$ cat src/rtl/umem_arbiter.sv
// -----------------------------------------------------------------------------
// umem_arbiter
//
// Shares one single-port unified memory between the instruction fetch port (I,
// read-only) and the memory-access stage port (D, load/store). One access is
// in flight at a time. D normally wins a simultaneous request, but after
// MAX_DWIN consecutive D wins over a waiting fetch, the fetch is forced through.
//
// Parameters
//   LAT       memory access cycles (>= 1); M_RDATA is valid in the last one
//   MAX_DWIN  consecutive D wins over a pending I before I is forced (>= 1)
//
// Ports
//   CLK, RST                      clock, synchronous active-high reset
//   I_REQ/I_ADDR                  fetch request (held until I_ACK) and address
//   I_ACK/I_RDATA                 one-cycle completion pulse and fetch data
//   D_REQ/D_WE/D_ADDR/D_WDATA     data request (held until D_ACK), store flag,
//                                 address and store data
//   D_ACK/D_RDATA                 one-cycle completion pulse and load data
//   M_EN/M_WE/M_ADDR/M_WDATA      memory strobe, write strobe, address, data
//   M_RDATA                       memory read data
//   I_GRANTS/D_GRANTS/CONFLICTS   wrapping 32-bit performance counters
//
// Sequence: IDLE (decision) -> ACCESS (LAT cycles) -> RESP (ACK) -> IDLE, so a
// request seen in IDLE at cycle t is acknowledged at cycle t+LAT+1. Every
// output is decoded from state or from registers; no REQ reaches M_* directly.
// -----------------------------------------------------------------------------
module umem_arbiter #(
    parameter int unsigned LAT      = 1,
    parameter int unsigned MAX_DWIN = 4
) (
    input  logic        CLK,
    input  logic        RST,
    input  logic        I_REQ,
    input  logic [31:0] I_ADDR,
    output logic        I_ACK,
    output logic [31:0] I_RDATA,
    input  logic        D_REQ,
    input  logic        D_WE,
    input  logic [31:0] D_ADDR,
    input  logic [31:0] D_WDATA,
    output logic        D_ACK,
    output logic [31:0] D_RDATA,
    output logic        M_EN,
    output logic        M_WE,
    output logic [31:0] M_ADDR,
    output logic [31:0] M_WDATA,
    input  logic [31:0] M_RDATA,
    output logic [31:0] I_GRANTS,
    output logic [31:0] D_GRANTS,
    output logic [31:0] CONFLICTS
);

    localparam int unsigned   CW         = (LAT > 1) ? $clog2(LAT) : 1;
    localparam int unsigned   SW         = $clog2(MAX_DWIN + 1);
    localparam logic [CW-1:0] CNT_INIT   = CW'(LAT - 1);
    localparam logic [SW-1:0] STARVE_MAX = SW'(MAX_DWIN);

    typedef enum logic [1:0] {
        IDLE,
        ACCESS,
        RESP
    } state_t;

    state_t        state;
    state_t        state_nxt;
    logic          decide;      // a grant decision is made this cycle
    logic          grant_d;     // that decision goes to D
    logic          capture;     // last ACCESS cycle: M_RDATA is valid

    logic          owner_d;     // current/last access belongs to D
    logic          we_q;
    logic          first_q;     // high during the first ACCESS cycle only
    logic [31:0]   addr_q;
    logic [31:0]   wdata_q;
    logic [CW-1:0] cnt;
    logic [SW-1:0] starve;      // consecutive D wins over a waiting fetch
    logic [31:0]   i_rdata_q;
    logic [31:0]   d_rdata_q;
    logic [31:0]   i_grants_q;
    logic [31:0]   d_grants_q;
    logic [31:0]   conflicts_q;

    // NOTE: every clocked assignment uses <= so all registers sample the
    // pre-edge values together, independent of statement order.
    always_ff @(posedge CLK) begin
        if (RST) begin
            state <= IDLE;
        end else begin
            state <= state_nxt;
        end
    end

    // NOTE: each signal gets a default before the case so that no path
    // leaves it unassigned, which would otherwise infer a latch.
    always_comb begin
        state_nxt = state;
        decide    = 1'b0;
        grant_d   = 1'b0;
        capture   = 1'b0;
        case (state)
            IDLE: begin
                if (I_REQ || D_REQ) begin
                    decide    = 1'b1;
                    // D has priority unless a waiting fetch has been
                    // passed over MAX_DWIN times in a row.
                    grant_d   = D_REQ && !(I_REQ && (starve == STARVE_MAX));
                    state_nxt = ACCESS;
                end
            end
            ACCESS: begin
                if (cnt == '0) begin
                    capture   = 1'b1;
                    state_nxt = RESP;
                end
            end
            RESP:    state_nxt = IDLE;
            default: state_nxt = IDLE;
        endcase
    end

    // NOTE: the data registers are reset as well as the control state,
    // because they drive outputs that must read zero straight after reset.
    always_ff @(posedge CLK) begin
        if (RST) begin
            owner_d     <= 1'b0;
            we_q        <= 1'b0;
            first_q     <= 1'b0;
            addr_q      <= '0;
            wdata_q     <= '0;
            cnt         <= '0;
            starve      <= '0;
            i_rdata_q   <= '0;
            d_rdata_q   <= '0;
            i_grants_q  <= '0;
            d_grants_q  <= '0;
            conflicts_q <= '0;
        end else begin
            first_q <= decide;

            if (decide) begin
                owner_d <= grant_d;
                addr_q  <= grant_d ? D_ADDR : I_ADDR;
                we_q    <= grant_d & D_WE;
                wdata_q <= grant_d ? D_WDATA : '0;
                cnt     <= CNT_INIT;

                if (grant_d && I_REQ) begin
                    if (starve != STARVE_MAX) begin
                        starve <= starve + SW'(1);
                    end
                end else begin
                    starve <= '0;
                end

                if (grant_d) begin
                    d_grants_q <= d_grants_q + 32'd1;
                end else begin
                    i_grants_q <= i_grants_q + 32'd1;
                end
                if (I_REQ && D_REQ) begin
                    conflicts_q <= conflicts_q + 32'd1;
                end
            end else if ((state == ACCESS) && (cnt != '0)) begin
                cnt <= cnt - CW'(1);
            end

            // Stores also refresh D_RDATA; consumers simply ignore it.
            if (capture) begin
                if (owner_d) begin
                    d_rdata_q <= M_RDATA;
                end else begin
                    i_rdata_q <= M_RDATA;
                end
            end
        end
    end

    assign M_EN      = (state == ACCESS);
    // The write strobe is limited to the first cycle so a multi-cycle access
    // commits the store exactly once.
    assign M_WE      = (state == ACCESS) && we_q && first_q;
    assign M_ADDR    = addr_q;
    assign M_WDATA   = wdata_q;

    assign I_ACK     = (state == RESP) && !owner_d;
    assign D_ACK     = (state == RESP) && owner_d;
    assign I_RDATA   = i_rdata_q;
    assign D_RDATA   = d_rdata_q;

    assign I_GRANTS  = i_grants_q;
    assign D_GRANTS  = d_grants_q;
    assign CONFLICTS = conflicts_q;

endmodule

$ cat config.mk
export PLATFORM = sky130hd
export DESIGN_NAME = umem_arbiter
export DESIGN_NICKNAME = d
export VERILOG_FILES = /design/src/rtl/umem_arbiter.sv
export SDC_FILE = /design/constraint.sdc
export NUM_CORES = 1
export LEC_CHECK = 0
export ABC_AREA = 1
export BUFFER_PORTS_ARGS = -buffer_cell sky130_fd_sc_hd__buf_4
export CAP_MARGIN = 20
export CORE_ASPECT_RATIO = 0.7
export CORE_MARGIN = 2
export CORE_UTILIZATION = 50
export DETAILED_ROUTE_END_ITERATION = 12
export MAX_ROUTING_LAYER = met4
export PLACE_DENSITY_LB_ADDON = 0.12
export SETUP_SLACK_MARGIN = 0.05
export SLEW_MARGIN = 25
export SYNTH_ARGS = -nofsm -noshare
export SYNTH_HDL_FRONTEND = slang
export SYNTH_SLANG_ARGS = --single-unit
$ cat constraint.sdc
create_clock -name CLK -period 2 [get_ports CLK]
set_input_delay 0.3 -clock CLK [delete_from_list [all_inputs] [get_ports CLK]]
set_output_delay 0.3 -clock CLK [all_outputs]
set_load 0.02 [all_outputs]
==> impl_metrics.csv <==
group,metric,value,unit
yosys,avgSynthCellArea,6.87,um^2
critical_path,critPathMaxStageDelay,0.34,ns
clock_network,numCtsBuffers,23,
yosys,yosys-top-cells-count,"335 x nor2_1, 285 x nand2_1, 233 x dfxtp_1, 129 x inv_1, 124 x o21ai_0",
timing,worst_pin_slew,0.736,ns
clock_network,ctsHtreeMaxLevel,1,
routing,met3_length,3130,um
yosys,seq_area_frac_synth,45.7,%
yosys,synthCells,1486,
cells_and_area,num_antenna_cells,0,
routing,firstDrtPassIters,6,
run,drv_cap,0,
yosys,async_reset_ff_share,0,%
critical_path,worst_setup_path_start_kind,"register",
timing,post-route-period-util,91.6,%
clock_network,clk_path_buf_depth,3,
yosys,synth.distinct_cells,33,
critical_path,arrival,2.19,ns
routing,dr.first_iter.drc_count,980,
yosys,synthFlopType,"dfxtp_1",
critical_path,critPathCaptureType,"register",
critical_path,crit_start,"starve[0]",
cells_and_area,layout-drive-gt1-share,24.0,%
routing,routedWlPerCell,15.7,um
grt,antenna_found_initial,0,
critical_path,crit_family,"simple AND/OR/NAND/NOR gates",
placement,port_buffers,360,
yosys,synth_most_common_cell,"nor2_1",
grt,grt_max_degree,72,
timing,slew_violations,0,
routing,routed.top_layer,"met4",
timing,hold_violations,0,
critical_path,crit_buf_inv,2,
power,vdd_drop_max,0.536,mV
cells_and_area,fin_area,0.0141,mm^2
grt,grtUsageTotal,29.7,%
floorplanning,start_util,51.3,%
floorplanning,dieArea,0.0216,mm^2
routing,met1_length,14600,um
floorplanning,io_pins,361,
clock_network,clkSinkCount,233,
grt,grt_pass1_vias,9897,
floorplanning,die_x,175,um
placement,postPlaceCellArea,0.0132,mm^2
yosys,synth_edf_count,0,
routing,avgViaCountPerCell,5.18,
yosys,synth_seq_cells,233,
timing,setup_violations,0,
yosys,yosys.area.top_type,"dfxtp_1",
yosys,syn-num-nets,1624,
routing,drcViolationCount,0,
power,p_leak,0.00635,uW
grt,grt.overflow.total,0,
grt,grt_pass1_wl,50600,um
yosys,syn_area,0.0102,mm^2
power,pwr_density_cell,787,mW/mm^2
routing,wirelength,33300,um
clock_network,clock_latency,0.51,ns
timing,rsz0062_at_grt,"yes",
critical_path,r2r-start,"starve[0]",
placement,dp_hpwl,23400,um
critical_path,cp_slowest_cell,"dfxtp_1",
timing,totalNegativeSetupSlack,0,ns
cells_and_area,nets,1972,
placement,gp_congestion,0.919,
clock_network,tritoncts,"yes",
routing,antenna_left,0,
floorplanning,coreArea,0.0199,mm^2
hold_path,hold_class,"in2reg",
timing,fin_skew,0.0128,ns
timing,fmax,546,MHz
clock_network,clk_pin_slew,0.07,ns
timing,layout_min_cycle_time,1.83,ns
yosys,yosysTopAreaCellShare,45.7,%
critical_path,path_class,"reg2reg",
floorplanning,rows,43,
cells_and_area,area_growth,37.7,%
routing,dr_wl_met2,14400,um
hold_path,hold_start,"M_RDATA[31]",
critical_path,required,2.36,ns
run_status,outcome,"finished clean",
timing,slew-limit-headroom,51.0,%
yosys,yosys-top-cells-area,"dfxtp_1 46%, nor2_1 12%, nand2_1 10%",
routing,vias,10985,
critical_path,cp_max_fo,7,
clock_network,root_buffer,"clkbuf_16",
critical_path,path_cells,"inv_1, ha_1, nand3_1, nand3_1, buf_4, nor2_1, nand2_1, nor2_1, nand2_1, nand2_1, nor2_1",
floorplanning,dieHeight,124,um
yosys,yosys_warnings,0,
## repair_timing
action | 4_1_cts | 5_1_grt
endpoints found under the setup margin | 0 | 13
setup buffers | 0 | 3
gates resized for setup | 0 | 4
hold buffers | 0 | 0
## path summary, 6_finish.rpt
check,to,slack [ns],cells past startpoint
worst max-delay path,D_GRANTS[18],0.17,11
worst min-delay path,D_RDATA[31],0.03,3
worst max register to register,D_GRANTS[18],0.17,11
worst min register to register,cnt,0.46,2
## sequential cells by signal (all words and copies together) (netlist names)
| signal | cells |
|---|---|
| M_ADDR | 32 |
| we_q | 1 |
| starve | 3 |
| I_RDATA | 32 |
| first_q | 1 |
| D_GRANTS | 32 |
| M_WDATA | 32 |
| D_RDATA | 32 |
| I_GRANTS | 32 |
| cnt | 1 |
| state | 2 |
| owner_d | 1 |
| CONFLICTS | 32 |
## worst reg2reg max path: stages (launching register included)
cell and delay [ns]:
dfxtp_1 0.34, inv_1 0.07, ha_1 0.22, nand3_1 0.09, nand3_1 0.16, buf_4 0.22
nor2_1 0.22, nand2_1 0.12, nor2_1 0.10, nand2_1 0.06, nand2_1 0.07, nor2_1 0.03
## power by group
part / switching [uW] / internal [uW]
combinational: 958 / 666
sequential: 132 / 4870
clock: 1770 / 2660
## layer usage
layer | up-vias | GRT usage (%)
met5 | - | -
li1 | 5454 | -
met3 | 74 | 6.58
met4 | 0 | 11.1
met1 | 4957 | 39.1
met2 | 500 | 44.9
## placed cells by master, fill, tap and decap left out, types with 3 or more instances in the layout
cell | netlist | layout
buf_12 | 0 | 5
o21bai_1 | 4 | 4
xor2_1 | 9 | 9
clkinv_2 | 0 | 3
clkbuf_1 | 30 | 4
clkbuf_16 | 0 | 25
nand3b_1 | 3 | 3
o21ai_0 | 124 | 124
ha_1 | 5 | 5
buf_4 | 1 | 377
clkbuf_8 | 0 | 8
xnor2_1 | 8 | 8
nand4_1 | 26 | 26
and3_1 | 4 | 4
dfxtp_1 | 233 | 233
nand2_1 | 285 | 284
nor2_1 | 335 | 335
o21ai_1 | 32 | 32
nor2_4 | 6 | 9
inv_1 | 129 | 128
a21oi_1 | 74 | 74
nor2_2 | 9 | 6
nand3_1 | 109 | 109
nor3_1 | 18 | 18
## per-stage QoR
step                      power, uW  instances  setup WS, ns  util, %  hold slack [ns]
after floorplan                5880       1486         0.287        -            0.435
after global placement         6650       2074         0.261     66.3            0.451
after detailed placement       6670       2074         0.168     66.3            0.452
after CTS                     11100       2114         0.145     70.2           0.0154
after global routing          11500       2119        0.0119     70.6           0.0202
final                         11100       2119         0.169     70.6           0.0262
## kinds of logic (layout without fill, tap and decap cells)
| family | Yosys count | after routing | share of synthesized area [%] |
|---|---|---|---|
| flip-flops | 233 | 233 | 45.7 |
| AO/OA/AOI/OAI | 238 | 238 | 11.9 |
| buffers and inverters | 192 | 555 | 7.50 |
| XOR/XNOR | 17 | 17 | 1.46 |
| AND/OR/NAND/NOR | 801 | 801 | 32.9 |
| adder cells (fa/ha/maj) | 5 | 5 | 0.613 |
## final cells by class
cell class                      instances  area (um^2)
Fill cell                            1703         5850
Clock inverter                          5         75.1
Clock buffer                           35          701
Tap cell                              270          338
Multi-Input combinational cell       1061         4810
Sequential cell                       233         4660
Inverter                              131          494
Timing Repair Buffer                  384         2980
Power figures use the tool's default switching activity.
